File: src/rtl/ram_pkg.sv
// ram_pkg: shared widths, reader state encoding and count clamp for the ram512 reader
package ram_pkg;
  localparam int ADDR_W    = 9;
  localparam int DATA_W    = 16;
  localparam int CNT_W     = 10;
  localparam int RAM_WORDS = 512;
  typedef enum logic [1:0] {RD_IDLE, RD_READ, RD_DRAIN} rd_state_t;
  function automatic logic [CNT_W-1:0] clamp_cnt(input logic [CNT_W-1:0] c);
    return (c > CNT_W'(RAM_WORDS)) ? CNT_W'(RAM_WORDS) : c;
  endfunction
endpackage

File: src/rtl/ram_rd_stage.sv
// ram_rd_stage: single-entry valid/ready output register with load, hold and clear
module ram_rd_stage
  import ram_pkg::*;
(
  input  logic              clk,
  input  logic              rst_n,
  input  logic              load,
  input  logic              clr,
  input  logic              ready,
  input  logic [DATA_W-1:0] d,
  output logic              valid,
  output logic [DATA_W-1:0] data,
  output logic              free
);
  assign free = !valid || ready;
  always_ff @(posedge clk or negedge rst_n) begin
    if (!rst_n) begin
      valid <= 1'b0;
      data  <= '0;
    end else if (clr) begin
      valid <= 1'b0;
    end else if (load) begin
      valid <= 1'b1;
      data  <= d;
    end else if (ready) begin
      valid <= 1'b0;
    end
  end
endmodule

File: src/rtl/ram_reader.sv
// ram_reader: walks ram512 addresses from base_adr for count words and streams them on valid/ready
module ram_reader
  import ram_pkg::*;
(
  input  logic              clk,
  input  logic              rst_n,
  input  logic              start,
  input  logic              abort,
  input  logic [ADDR_W-1:0] base_adr,
  input  logic [CNT_W-1:0]  count,
  output logic              busy,
  output logic              done,
  output logic [ADDR_W-1:0] mem_adr,
  output logic              mem_load,
  input  logic [DATA_W-1:0] mem_out,
  output logic              m_valid,
  output logic [DATA_W-1:0] m_data,
  input  logic              m_ready
);
  rd_state_t        state, state_n;
  logic [CNT_W-1:0] remaining;
  logic             done_n, ld, free;
  assign busy     = state != RD_IDLE;
  assign mem_load = 1'b0;
  always_comb begin
    state_n = state;
    done_n  = 1'b0;
    ld      = 1'b0;
    if (abort) state_n = RD_IDLE;
    else case (state)
      RD_IDLE: begin
        state_n = (start && count != '0) ? RD_READ : RD_IDLE;
        done_n  = start && count == '0;
      end
      RD_READ: begin
        ld      = free;
        state_n = (free && remaining == CNT_W'(1)) ? RD_DRAIN : RD_READ;
      end
      RD_DRAIN: begin
        done_n  = m_valid && m_ready;
        state_n = done_n ? RD_IDLE : RD_DRAIN;
      end
      default: state_n = RD_IDLE;
    endcase
  end
  always_ff @(posedge clk or negedge rst_n) begin
    if (!rst_n) begin
      state <= RD_IDLE;
      done  <= 1'b0;
    end else begin
      state <= state_n;
      done  <= done_n;
    end
  end
  // address wraps naturally at ADDR_W bits, so a run crossing 511 continues at 0
  always_ff @(posedge clk or negedge rst_n) begin
    if (!rst_n) begin
      mem_adr   <= '0;
      remaining <= '0;
    end else if (!abort && state == RD_IDLE && start) begin
      mem_adr   <= base_adr;
      remaining <= clamp_cnt(count);
    end else if (ld) begin
      mem_adr   <= mem_adr + 1'b1;
      remaining <= remaining - 1'b1;
    end
  end
  ram_rd_stage u_stage (
    .clk  (clk),
    .rst_n(rst_n),
    .load (ld),
    .clr  (abort),
    .ready(m_ready),
    .d    (mem_out),
    .valid(m_valid),
    .data (m_data),
    .free (free)
  );
endmodule

File: config.mk
export PLATFORM = sky130hd
export DESIGN_NAME = ram_reader
export DESIGN_NICKNAME = d
export VERILOG_FILES = /design/src/rtl/ram_pkg.sv /design/src/rtl/ram_rd_stage.sv /design/src/rtl/ram_reader.sv
export SDC_FILE = /design/constraint.sdc
export NUM_CORES = 1
export LEC_CHECK = 0
export ABC_CLOCK_PERIOD_IN_PS = 2029
export BUFFER_PORTS_ARGS = -buffer_cell sky130_fd_sc_hd__buf_2
export CELL_PAD_IN_SITES_DETAIL_PLACEMENT = 1
export CELL_PAD_IN_SITES_GLOBAL_PLACEMENT = 1
export CORE_AREA = 10 10 85 87
export CTS_CLUSTER_SIZE = 16
export DETAILED_ROUTE_END_ITERATION = 10
export DIE_AREA = 0 0 95 97
export GPL_ROUTABILITY_DRIVEN = 0
export PLACE_DENSITY_LB_ADDON = 0.12
export REMOVE_ABC_BUFFERS = 1
export SYNTH_ARGS = -nofsm -noshare
export SYNTH_HDL_FRONTEND = slang
export SYNTH_SLANG_ARGS = --single-unit
File: constraint.sdc
create_clock -name clk -period 2.03 [get_ports clk]
set_input_delay 0 -clock clk [delete_from_list [all_inputs] [get_ports clk]]
set_output_delay 0 -clock clk [all_outputs]
set_load 0.02 [all_outputs]
==> impl_metrics.tcl <==
set metrics [dict create \
    yosysSeqAreaShare_pct 49.8 \
    numCtsBuffers 5 \
    worst_slew_pin_slew_ps 708 \
    fin_total_pwr_mw 2.51 \
    cts_sinks 39 \
    dpl_cell_area_um2 2420 \
    clock_path_buffers 2 \
    cellPowerDensity_nw_per_um2 889 \
    fin_crit_sh_pct 94.5 \
    synthDistinctLibCells 50 \
    synth_cells 211 \
    worst_path_largest_cell_delay_ps 560 \
    gr-total-overflow 0 \
    area_growth_pct 44.0 \
    yosys_warnings 0 \
    yosysTopAreaCellShare_pct 49.8 \
    fin_ws_ps 111 \
    postLayoutCellArea_um2 2820 \
    grt_pass1_wl_um 10900 \
    pin_count 69 \
    async_flop_share_pct 100 \
    fin_nets 359 \
    avgSynthCellArea_um2 9.28 \
    crit_type "flop to flop" \
    synth_most_common_cell "nand2_1" \
    post-route-drc-count 0 \
    end_kind "flop" \
    p_leak_nw 1.39 \
    p_clk_share_pct 20.9 \
    synth_top_area_cell "dfrtp_1" \
    dpl.hpwl_um 4580 \
    switchingPower_mw 0.952 \
    rows 27 \
    dr.pass1.iters 4 \
    vias_per_cell 5.06 \
    io_buffers 67 \
    cell_internal_pwr_mw 1.56 \
    maxCapViolations 0 \
    setup_viol 0 \
    grt_max_degree 29 \
    synth_area_leaders "dfrtp_1, nand2_1, a221o_1" \
    ant_nets 0 \
    setup_tns_ps 0 \
    synth_seq_cells 39 \
    worstPathArrival_ps 2130 \
    synth_edf_count 0 \
    vdd_drop_max_uv 399 \
    ys_dominant_reg_cell "dfrtp_1" \
    outcome "complete, no violations" \
    grt_setup_unrepaired "false" \
    cpMaxStageDelayCell "or4_4" \
    holdCritPathClass "primary input to flop" \
    pwr-share-comb_pct 34.2 \
    fp.dieW_um 95 \
    cts.clk_slew.worst_paths_ps 80 \
    r2r_cells 4 \
    dp.cells 350 \
    max_freq_mhz 521 \
    seq_power_share_pct 44.9 \
    track_usage_pct 14.5 \
    startpoint_type "flop" \
    first_global_vias 2161 \
    slew_headroom_pct 52.8 \
    routed-via-count 1974 \
    min_period_ps 1920 \
    dieArea_um2 9220 \
    post_layout_nonfiller_instances 390 \
    cts_tree "done" \
    wire_per_inst_um 16.8 \
    floorplan.initialDensity_pct 35.8 \
    pre_cts_ws_ps 151 \
    cts-root-buf "clkbuf_8" \
    antenna_found_initial 1 \
    finalWirelength_um 6570 \
    finalHoldViolCount 0 \
    critical_path_required_ps 2250 \
    hold_path_depth 3 \
    drv_slew 0 \
    cts_resized 0 \
    crit_fanout 4 \
    swShare_pct 38.0 \
    core-area_um2 5470 \
    finClkSkew_ps 8.18 \
    synth_area_um2 1960 \
    htreeDepth 2 \
    synthTopCellsByCount "nand2_1, dfrtp_1, a21oi_1" \
    die_y_um 97 \
    drive_gt1_share_pct 28.4 \
    initialDrtViolationCount 59 \
    insertion_delay_ps 290 \
    worstPathCellList "or4_4 -> or3_4 -> or4_1 -> o211ai_1" \
]
-- cell usage in the layout (no fill, tap or decap), drive strengths merged, types with 2 or more instances in the layout --
cell type,Yosys,layout
a211oi,4,4
a21o,4,4
a21oi,11,11
a221o,7,7
and3,3,3
buf,3,77
clkbuf,7,6
dfrtp,39,39
dlygate4sd3,0,31
ha,3,3
inv,5,5
nand2,58,58
nand3,5,5
nand4,3,3
nor2,10,10
nor3,5,5
nor3b,3,3
nor4,3,3
nor4b,2,2
o211ai,3,3
o21ai,6,6
o311a,2,2
o311ai,2,2
or3,2,2
or4,3,3
-- sequential cells by signal (all words and copies together) (netlist names) --
signal and cells:
u_stage.valid 1, state 2, done 1, u_stage.data 16, remaining 10, mem_adr 9
-- routing by layer --
layer / track usage, % / share of wire (%)
met1: 18.2 / 43
met3: 5.63 / 8.1
met5: 0 / 0
met2: 22.4 / 48
met4: 3.66 / 1.2
-- stage by stage --
stage | utilization, % | hold WS (ps)
2_1_floorplan | - | -296
3_5_place_dp | 44.2 | -104
3_3_place_gp | 44.2 | -106
5_1_grt | 51.5 | 26.4
4_1_cts | 51.5 | 5.73
6_report | 51.5 | 2.42
-- power by group through the flow --
| stage | registers, mW | clock network [mW] | logic (mW) |
|---|---|---|---|
| after floorplan | 1.28 | 0 | 0.310 |
| after global placement | 1.13 | 0 | 0.807 |
| after detailed placement | 1.13 | 0 | 0.822 |
| after CTS | 1.12 | 0.536 | 0.869 |
| after global routing | 1.16 | 0.576 | 0.956 |
| final | 1.13 | 0.524 | 0.857 |
-- layout make-up --
type,instances,area (um^2)
inverters,5,18.8
multi-input cells,157,913
fillers,676,2650
clock inverters,2,12.5
clock buffers,6,72.6
flip-flops and latches,39,976
repair buffers,108,733
well taps,72,90.1
diodes,1,2.50
-- timing repair --
action | 4_1_cts | 5_1_grt
buffers inserted | 0 | 0
hold buffers | 31 | 0
endpoints found under the setup margin | 0 | 0
endpoints found under the hold margin | 56 | 0
-- worst max-delay path, delay by kind of cell (launching register included) --
kind	cells	cell delay, ps
DFF	1	420
AOI/OAI and AO/OA	1	90
and+or+nand+nor	3	1330
-- final timing paths --
kind | slack [ps] | startpoint | endpoint
max | 110 | remaining[3] | remaining[9]
max in group asynchronous | 1260 | rst_n | u_stage.data[2]
min | 2 | count[4] | remaining[4]
min in group asynchronous | 110 | rst_n | mem_adr[6]
max reg2reg | 110 | remaining[3] | remaining[9]
min reg2reg | 470 | u_stage.data[14] | u_stage.data[14]
-- cell families after synthesis --
kind of cell / after synthesis / share of synthesized area (%)
flip-flops: 39 / 49.8
AND/OR/NAND/NOR: 106 / 27.0
other: 1 / 0.192
XOR/XNOR: 2 / 0.895
AO/OA/AOI/OAI: 45 / 16.7
buffers and inverters: 15 / 3.51
adder cells (fa/ha/maj): 3 / 1.92
Power figures use the tool's default switching activity.
